`config.mk`:
```
export PLATFORM = sky130hd
export DESIGN_NAME = cv32e40x_aes_rng_buffer_flat
export DESIGN_NICKNAME = d
export VERILOG_FILES = /design/src/rtl/cv32e40x_aes_rng_buffer_if.sv /design/src/rtl/cv32e40x_aes_rng_buffer.sv /design/src/flat_wrapper.sv
export SDC_FILE = /design/constraint.sdc
export NUM_CORES = 1
export LEC_CHECK = 0
export ABC_AREA = 1
export CAP_MARGIN = 15
export CELL_PAD_IN_SITES_DETAIL_PLACEMENT = 2
export CELL_PAD_IN_SITES_GLOBAL_PLACEMENT = 2
export CORE_MARGIN = 2
export CORE_UTILIZATION = 30
export CTS_CLUSTER_SIZE = 28
export DETAILED_ROUTE_END_ITERATION = 8
export GPL_ROUTABILITY_DRIVEN = 0
export PLACE_DENSITY = 0.8
export SYNTH_ARGS = -nofsm -noshare
export SYNTH_HDL_FRONTEND = slang
export SYNTH_SLANG_ARGS = --single-unit
```
`constraint.sdc`:
```
create_clock -name clk -period 10 [get_ports clk]
set_input_delay 2.5 -clock clk [delete_from_list [all_inputs] [get_ports clk]]
set_output_delay 2.5 -clock clk [all_outputs]
set_load 0.05 [all_outputs]
```
`src/rtl/cv32e40x_aes_rng_buffer_if.sv`:
```
// Mask-word handshake between the RNG buffer (master) and the masked AES unit (slave).
// Each accepted word supplies one shareB byte and the 36 DOM refresh bits.
interface cv32e40x_aes_rng_buffer_if;
  logic        rnd_valid_o;
  logic        rnd_ready_i;
  logic [7:0]  shareB_o;
  logic [35:0] randombits_o;

  modport master (
    output rnd_valid_o,
    output shareB_o,
    output randombits_o,
    input  rnd_ready_i
  );

  modport slave (
    input  rnd_valid_o,
    input  shareB_o,
    input  randombits_o,
    output rnd_ready_i
  );
endinterface

```
`src/rtl/cv32e40x_aes_rng_buffer.sv`:
```
// xorshift64 PRNG feeding a small FIFO of 44-bit mask words for the masked AES datapath.
// The state only advances on a push, so every buffered word is a fresh PRNG output.
module cv32e40x_aes_rng_buffer #(
  parameter int unsigned DEPTH        = 4,
  parameter logic [63:0] SEED_DEFAULT = 64'h0000_0000_0000_0001
) (
  input  logic                       clk,
  input  logic                       reset,
  input  logic                       seed_valid_i,
  input  logic [63:0]                seed_i,
  cv32e40x_aes_rng_buffer_if.master  rnd_if,
  output logic [$clog2(DEPTH):0]     fill_level_o,
  output logic [15:0]                words_served_o
);

  localparam int unsigned PW = $clog2(DEPTH);
  localparam int unsigned FW = PW + 1;
  localparam logic [63:0] SEED_ZERO_SUB = 64'h9E37_79B9_7F4A_7C15;

  logic [63:0]   r_state;
  logic [43:0]   r_mem [DEPTH];
  logic [PW-1:0] r_wr_ptr;
  logic [PW-1:0] r_rd_ptr;
  logic [FW-1:0] r_fill;
  logic [15:0]   r_served;

  logic [63:0]   w_nxt;
  logic [63:0]   w_t0;
  logic [63:0]   w_t1;
  logic          w_valid;
  logic          w_pop;
  logic          w_push;
  logic [43:0]   w_head;

  assign w_t0  = r_state ^ (r_state << 13);
  assign w_t1  = w_t0 ^ (w_t0 >> 7);
  assign w_nxt = w_t1 ^ (w_t1 << 17);

  assign w_valid = (r_fill != '0);
  assign w_pop   = w_valid && rnd_if.rnd_ready_i;
  // A full FIFO may still accept a word when the head leaves in the same cycle.
  assign w_push  = (r_fill < FW'(DEPTH)) || w_pop;

  always_ff @(posedge clk) begin
    if (reset) begin
      r_state  <= SEED_DEFAULT;
      r_wr_ptr <= '0;
      r_rd_ptr <= '0;
      r_fill   <= '0;
      r_served <= '0;
    end else begin
      if (w_pop && (r_served != 16'hFFFF)) begin
        r_served <= r_served + 16'd1;
      end
      if (seed_valid_i) begin
        r_state  <= (seed_i == 64'd0) ? SEED_ZERO_SUB : seed_i;
        r_wr_ptr <= '0;
        r_rd_ptr <= '0;
        r_fill   <= '0;
      end else begin
        if (w_push) begin
          r_state  <= w_nxt;
          r_wr_ptr <= r_wr_ptr + PW'(1);
        end
        if (w_pop) begin
          r_rd_ptr <= r_rd_ptr + PW'(1);
        end
        case ({w_push, w_pop})
          2'b10:   r_fill <= r_fill + FW'(1);
          2'b01:   r_fill <= r_fill - FW'(1);
          default: r_fill <= r_fill;
        endcase
      end
    end
  end

  // Storage needs no reset: the occupancy counter gates everything read out of it.
  always_ff @(posedge clk) begin
    if (!reset && !seed_valid_i && w_push) begin
      r_mem[r_wr_ptr] <= w_nxt[43:0];
    end
  end

  assign w_head = w_valid ? r_mem[r_rd_ptr] : 44'd0;

  assign rnd_if.rnd_valid_o  = w_valid;
  assign rnd_if.shareB_o     = w_head[7:0];
  assign rnd_if.randombits_o = w_head[43:8];
  assign fill_level_o        = r_fill;
  assign words_served_o      = r_served;

endmodule

```
`src/flat_wrapper.sv`:
```
// flat-port wrapper written by rule: the top's interface ports become plain ports
module cv32e40x_aes_rng_buffer_flat 
#(
  parameter int unsigned DEPTH        = 4,
  parameter logic [63:0] SEED_DEFAULT = 64'h0000_0000_0000_0001
)
  (clk, reset, seed_valid_i, seed_i, fill_level_o, words_served_o, rnd_if_rnd_valid_o, rnd_if_shareB_o, rnd_if_randombits_o, rnd_if_rnd_ready_i);
  cv32e40x_aes_rng_buffer_if rnd_if_i ();
  input  logic clk;
  input  logic reset;
  input  logic seed_valid_i;
  input  logic [63:0] seed_i;
  output logic [$clog2(DEPTH):0] fill_level_o;
  output logic [15:0] words_served_o;
  output wire logic [$bits(rnd_if_i.rnd_valid_o)-1:0] rnd_if_rnd_valid_o;
  output wire logic [$bits(rnd_if_i.shareB_o)-1:0] rnd_if_shareB_o;
  output wire logic [$bits(rnd_if_i.randombits_o)-1:0] rnd_if_randombits_o;
  input wire logic [$bits(rnd_if_i.rnd_ready_i)-1:0] rnd_if_rnd_ready_i;
  assign rnd_if_rnd_valid_o = rnd_if_i.rnd_valid_o;
  assign rnd_if_shareB_o = rnd_if_i.shareB_o;
  assign rnd_if_randombits_o = rnd_if_i.randombits_o;
  assign rnd_if_i.rnd_ready_i = rnd_if_rnd_ready_i;
  cv32e40x_aes_rng_buffer #(.DEPTH(DEPTH), .SEED_DEFAULT(SEED_DEFAULT)) u_core (.clk(clk), .reset(reset), .seed_valid_i(seed_valid_i), .seed_i(seed_i), .rnd_if(rnd_if_i), .fill_level_o(fill_level_o), .words_served_o(words_served_o));
endmodule
```
==> run metrics, run 1 <==
logic gate share of total power 0.295; Root Buffer clkbuf_16; top cell type's share of synthesized area 0.383; Ys Warns 0; Final Critical Period 6.20 ns; Max Fclk 0.161 GHz; critical path cell sequence buf_4, clkinv_1, buf_4, nor2_1, o21ai_0, a21oi_1, clkdlybuf4s50_1; vias post-DR 12400; ranking of synthesized cells by area edfxtp_1 (38%), nand2_1 (13%), dfxtp_1 (13%); Peak VDD IR 0.126 mV; Std-Cell Rows 78; hold wc startpoint u_core.r_rd_ptr[1]$_SDFFE_PP0P_; post-CTS setup buffer count 0; Die X 218 um; CTS tree yes; critical path buffer and inverter count 4; Synth cell types 33; FF/Latch Area 0.00707 mm^2; area leader, netlist edfxtp_1; Synth Flop Type edfxtp_1; worst slew pin tran 1.00 ns; Internal 2.30 mW; crit-path most repeated cell buf_4; RSZ-0062 raised after global routing false; post-DP HPWL 39000 um; Chip Height 218 um; Bufs on Longest Clock Path 3; delay-heaviest family, CP buffers and inverters; Finished Cell Area 0.0167 mm^2; Leak 6.75 nW; CP Max Fanout 45; H-tree Lvls 1; hold_buf cts 0; clock network fraction of total power 0.312; share of the clock period used by the worst path after layout 0.620; layout cell share with drive strength beyond 1 0.0482; sequential area share after synthesis 0.512; CP Class flip-flop to output pin; TritonRoute pass-1 iters 5; first-pass GRT wire length 81600 um; dpl cell area 0.0156 mm^2; clock buffer count from CTS 31; PD cells 218 mW/mm^2; switch share 0.369; number of synthesized flops with an enable pin 176; status finished, final reports clean; sequential share of power 0.393; final wirelength 53200 um; Worst Setup Start Kind flip-flop; Worst Hold Endpoint u_core.r_rd_ptr[1]$_SDFFE_PP0P_; relative slew slack 0.330; hold path depth 2; DRC Markers 0; CP required 7.50 ns; Worst-Skew Late Latency 0.60 ns; clk slew on worst S/H paths 0.06 ns; vias in the first global route 13700; reg2reg end u_core.r_state[7]$_SDFFE_PP0P_; synthesized cell area 0.0138 mm^2; Max Clock Skew 0.0245 ns; Worst EP arrival 3.70 ns; Layout area overhead 20.7%; Placeable Area 0.0454 mm^2; Initial Util 0.304; CTS sink count 265; Fill cells 5105; Avg Inst Size Synth 7.92 um^2; post-DR wirelength/cell 21.6 um; slowest CP cell clkdlybuf4s50_1; Synth async-reset ratio 0; Layout Nets 1917; Tot GR Track Use 0.224; DR vias/cell 5.04; critical path's largest stage delay 0.87 ns; Slew Limit Fails 0; flop2flop setup slack 7.50 ns; crit end category output pin; RR Startpoint u_core.fill_level_o[0]$_SDFFE_PP0P_; Hold Crit Class flip-flop to flip-flop; setup TNS 0 ns; First DRT Iteration DRCs 695; largest net degree at the start of global routing 93; Setup Viol. Count Final 0; Synth top cells by count nand2_1 (482), nor2_1 (321), edfxtp_1 (176); Syn Inst Count 1742; MaxCap Viol Count 0; Post-Syn Nets 1817; final hold violations 0; num ports 132; Die ar. 0.0477 mm^2; total grt overflow 0; CTS resizes 0; most frequent cell after synthesis nand2_1; worst reg2reg path depth 12; initial antenna violation count 0; post-route ant nets 0; #FFs+latches synth 265; sw power 1.34 mW; area of the multi-input gates 0.00596 mm^2; # port buffers 131
==> area by class of cell <==
class / instances / share of cell area
clock buffer: 42 / 0.0521
sequential: 265 / 0.424
inverter: 113 / 0.0255
multi-input combinational: 1284 / 0.358
tap: 600 / 0.0451
timing repair buffer: 147 / 0.0867
clock inverter: 16 / 0.00841
antenna: 1 / 0.000150
==> flip-flops by register name, summed over array words and instances (netlist names), named ones only <==
name,cells
u_core.fill_level_o,3
u_core.r_state,64
u_core.r_mem,176
u_core.words_served_o,16
u_core.r_rd_ptr,2
u_core.r_wr_ptr,2
==> cells in the final DEF, fill, tap and decap left out, types with 16 or more instances in the layout <==
| cell type | netlist | final |
|---|---|---|
| nand2_1 | 482 | 482 |
| nor2_1 | 321 | 316 |
| edfxtp_1 | 176 | 176 |
| o21ai_0 | 149 | 149 |
| clkdlybuf4s50_1 | 0 | 131 |
| inv_1 | 108 | 107 |
| a21oi_1 | 103 | 103 |
| dfxtp_1 | 89 | 88 |
| nand3_1 | 71 | 71 |
| xnor2_1 | 51 | 51 |
| xor2_1 | 44 | 44 |
| clkbuf_16 | 0 | 31 |
| o21ai_1 | 16 | 16 |
==> stage by stage <==
step	utilization	std cells	setup WS [ns]	total power, mW	hold WS, ns
floorplan	-	1742	4.69	2.08	0.436
global placement	0.344	2408	4.54	2.44	0.454
detailed placement	0.345	2409	4.44	2.52	0.477
CTS	0.367	2467	3.77	3.66	0.483
global route	0.367	2467	3.58	3.82	0.522
finish	0.367	2468	3.80	3.64	0.480
==> worst max path at each step <==
stage,startpoint,endpoint,slack (ns),cells past startpoint
3_3_place_gp,flip-flop,rnd_if_randombits_o[10],4.54,7
4_1_cts,flip-flop,rnd_if_randombits_o[13],3.77,7
6_report,flip-flop,rnd_if_randombits_o[10],3.80,7
2_1_floorplan,reset,u_core.r_mem[0][0]$_DFFE_PP_,4.69,4
5_1_grt,flip-flop,rnd_if_randombits_o[13],3.58,7
3_5_place_dp,flip-flop,rnd_if_randombits_o[29],4.44,7
==> kinds of logic after synthesis <==
group	Yosys count	share of synthesized area
flip-flops	265	0.512
adder cells (fa/ha/maj)	7	0.00635
buffers and inverters	193	0.0589
AND/OR/NAND/NOR	903	0.258
AO/OA/AOI/OAI	279	0.104
XOR/XNOR	95	0.0603
==> tightest hold or removal path: stages (launching register included) <==
cell     delay [ns]
dfxtp_1        0.29
inv_1          0.06
a21oi_1        0.08
==> power groups by stage <==
stage                     logic, mW  registers (mW)  clock network (mW)
after floorplan               0.672            1.41                   0
after global placement        0.995            1.44                   0
after detailed placement       1.06            1.45                   0
after CTS                      1.08            1.43                1.16
after global routing           1.18            1.44                1.20
final                          1.07            1.43                1.13
==> routing by layer <==
metal,global-route usage,routed length [um],vias to the layer above
li1,-,-,5865
met1,0.286,23800,6310
met2,0.400,26500,185
met3,0.0246,1510,67
met4,0.0571,1340,0
met5,0,0,-
No activity file was read; power rests on OpenSTA's default activity.
==> inputs of run 2 (changes only) <==
==> constraint.sdc (replaced) <==
create_clock -name clk -period 5.75 [get_ports clk]
set_input_delay 1.4375 -clock clk [delete_from_list [all_inputs] [get_ports clk]]
set_output_delay 1.4375 -clock clk [all_outputs]
set_load 0.05 [all_outputs]
==> run 2 against run 1 <==
Against the previous run:
- hold slack better by 0.010 ns
- wire length is 1.7% higher
- worst setup slack got worse by 2.4 ns
- die area did not move
- flip-flop and latch count unchanged
- power increased by 75%
- count of clock-buffer cells in the layout shrank 3
- final cell count grew 0.12%
- final area is 0.47% lower
- core utilization decreased by 0.17 points
- sequential power rose by 74%
- non-clock buffer count grew 4
==> run metrics, run 2 (synthesized netlist as in run 1, its figures left out) <==
Hold Crit Class flip-flop to flip-flop; Layout Nets 1921; Slew Limit Fails 0; TritonRoute pass-1 iters 4; Worst-Skew Late Latency 0.60 ns; vias post-DR 12500; worst slack at placement 1.59 ns; status finished, final reports clean; initial antenna violation count 1; Layout Cells excl Fill 2471; Initial Util 0.304; DR vias/cell 5.07; Tot GR Track Use 0.227; Layout area overhead 20.1%; most common library cell in the layout ignoring fill and taps nand2_1; DRC Markers 0; Placeable Area 0.0454 mm^2; slowest CP cell buf_4; post-DR wirelength/cell 21.9 um; CTS resizes 0; delay-heaviest family, CP buffers and inverters; Overall Power 6.37 mW; crit end category output pin; Max Fclk 0.231 GHz; largest net degree at the start of global routing 89; Fill cells 5176; final wirelength 54100 um; layout cell share with drive strength beyond 1 0.0711; Std-Cell Rows 78; First DRT Iteration DRCs 742; final core area utilization 0.365; WHS 0.490 ns; share of the clock period used by the worst path after layout 0.752; Die X 218 um; hold_buf cts 0; Leak 6.83 nW; Root Buffer clkbuf_16; dpl cell area 0.0156 mm^2; Max Clock Skew 0.00820 ns; Bufs on Longest Clock Path 3; MaxCap Viol Count 0; RSZ-0062 raised after global routing false; critical path cell sequence buf_4, nor2_1, nor2_1, o21ai_0, a21oi_1, buf_4; Finished Cell Area 0.0166 mm^2; first-pass GRT wire length 82100 um; antenna cell count 0; Top reg by flops u_core.r_mem; total grt overflow 0; post-route ant nets 0; # port buffers 131; CTS sink count 265; Worst EP arrival 2.89 ns; Worst Setup Start Kind flip-flop; cell total after placement 2413; final hold violations 0; CP Max Fanout 88; grt peak-use layer met2; M3 GR Usage 0.0214; clock buffer count from CTS 31; worst slew pin tran 1.05 ns; CTS tree yes; post-CTS setup buffer count 0; met2 usage 0.418; most frequent cells in the layout nand2_1 (482), nor2_1 (316), edfxtp_1 (176), o21ai_0 (149), inv_1 (107); clk slew on worst S/H paths 0.06 ns; CP Class flip-flop to output pin; GR Util met1 0.288; critical path's largest stage delay 0.75 ns; Peak VDD IR 0.259 mV; vias in the first global route 13600; Final Critical Period 4.32 ns; num ports 132; post-DP HPWL 39500 um; Chip Height 218 um; H-tree Lvls 1; Setup Viol. Count Final 0; setup TNS 0 ns; relative slew slack 0.302; max FFs per register 176; CP required 4.31 ns; Setup WS post-layout 1.43 ns; PD cells 384 mW/mm^2; Die ar. 0.0477 mm^2; critical path buffer and inverter count 2
==> run 2: changes by cell type in the layout (fill, tap and decap cells not counted), sizes merged <==
cell	previous run	this run
diode	1	0
bufinv	2	4
buf	16	64
clkdlybuf4s50	131	87
inv	112	113
clkinvlp	0	2
clkinv	15	13
clkbuf	42	39
==> run 2: layout make-up <==
class | instances | area [um^2] | area share
clock buffer | 39 | 806 | 0.0486
clock inverter | 19 | 206 | 0.0125
inverter | 113 | 424 | 0.0256
multi-input combinational | 1284 | 5960 | 0.359
sequential | 265 | 7070 | 0.426
tap | 600 | 751 | 0.0453
timing repair buffer | 151 | 1360 | 0.0823
==> run 2: worst reg2reg max path: cells and delay by family, from the launching register on <==
| kind | cells | cell delay (ns) |
|---|---|---|
| buf+inv | 2 | 0.46 |
| flops | 1 | 0.40 |
| simple gates | 5 | 1.19 |
| fa+ha+maj | 1 | 0.22 |
==> run 2: power by group <==
group	internal (mW)	leakage, nW	switching, mW	total (mW)
clock	1.17	0.489	0.850	2.02
sequential	2.33	2.34	0.159	2.49
combinational	0.511	4.00	1.36	1.87
==> run 2: path summary, 6_finish.rpt <==
path,start,to,slack (ns),depth (start not counted)
setup / recovery,flip-flop,rnd_if_randombits_o[19],1.43,6
hold / removal,u_core.r_rd_ptr[1]$_SDFFE_PP0P_,flip-flop,0.49,2
setup reg to reg,u_core.fill_level_o[0]$_SDFFE_PP0P_,u_core.r_mem[3][34]$_DFFE_PP_,3.16,8
hold reg to reg,u_core.r_rd_ptr[1]$_SDFFE_PP0P_,flip-flop,0.49,2
==> run 2: layer usage <==
| metal | part of all wire | wire length, um | up-vias |
|---|---|---|---|
| met2 | 0.51 | 27700 | 205 |
| met4 | 0.019 | 1020 | 0 |
| met5 | 0 | 0 | - |
| met3 | 0.029 | 1570 | 62 |
| met1 | 0.44 | 23800 | 6387 |
| li1 | - | - | 5866 |
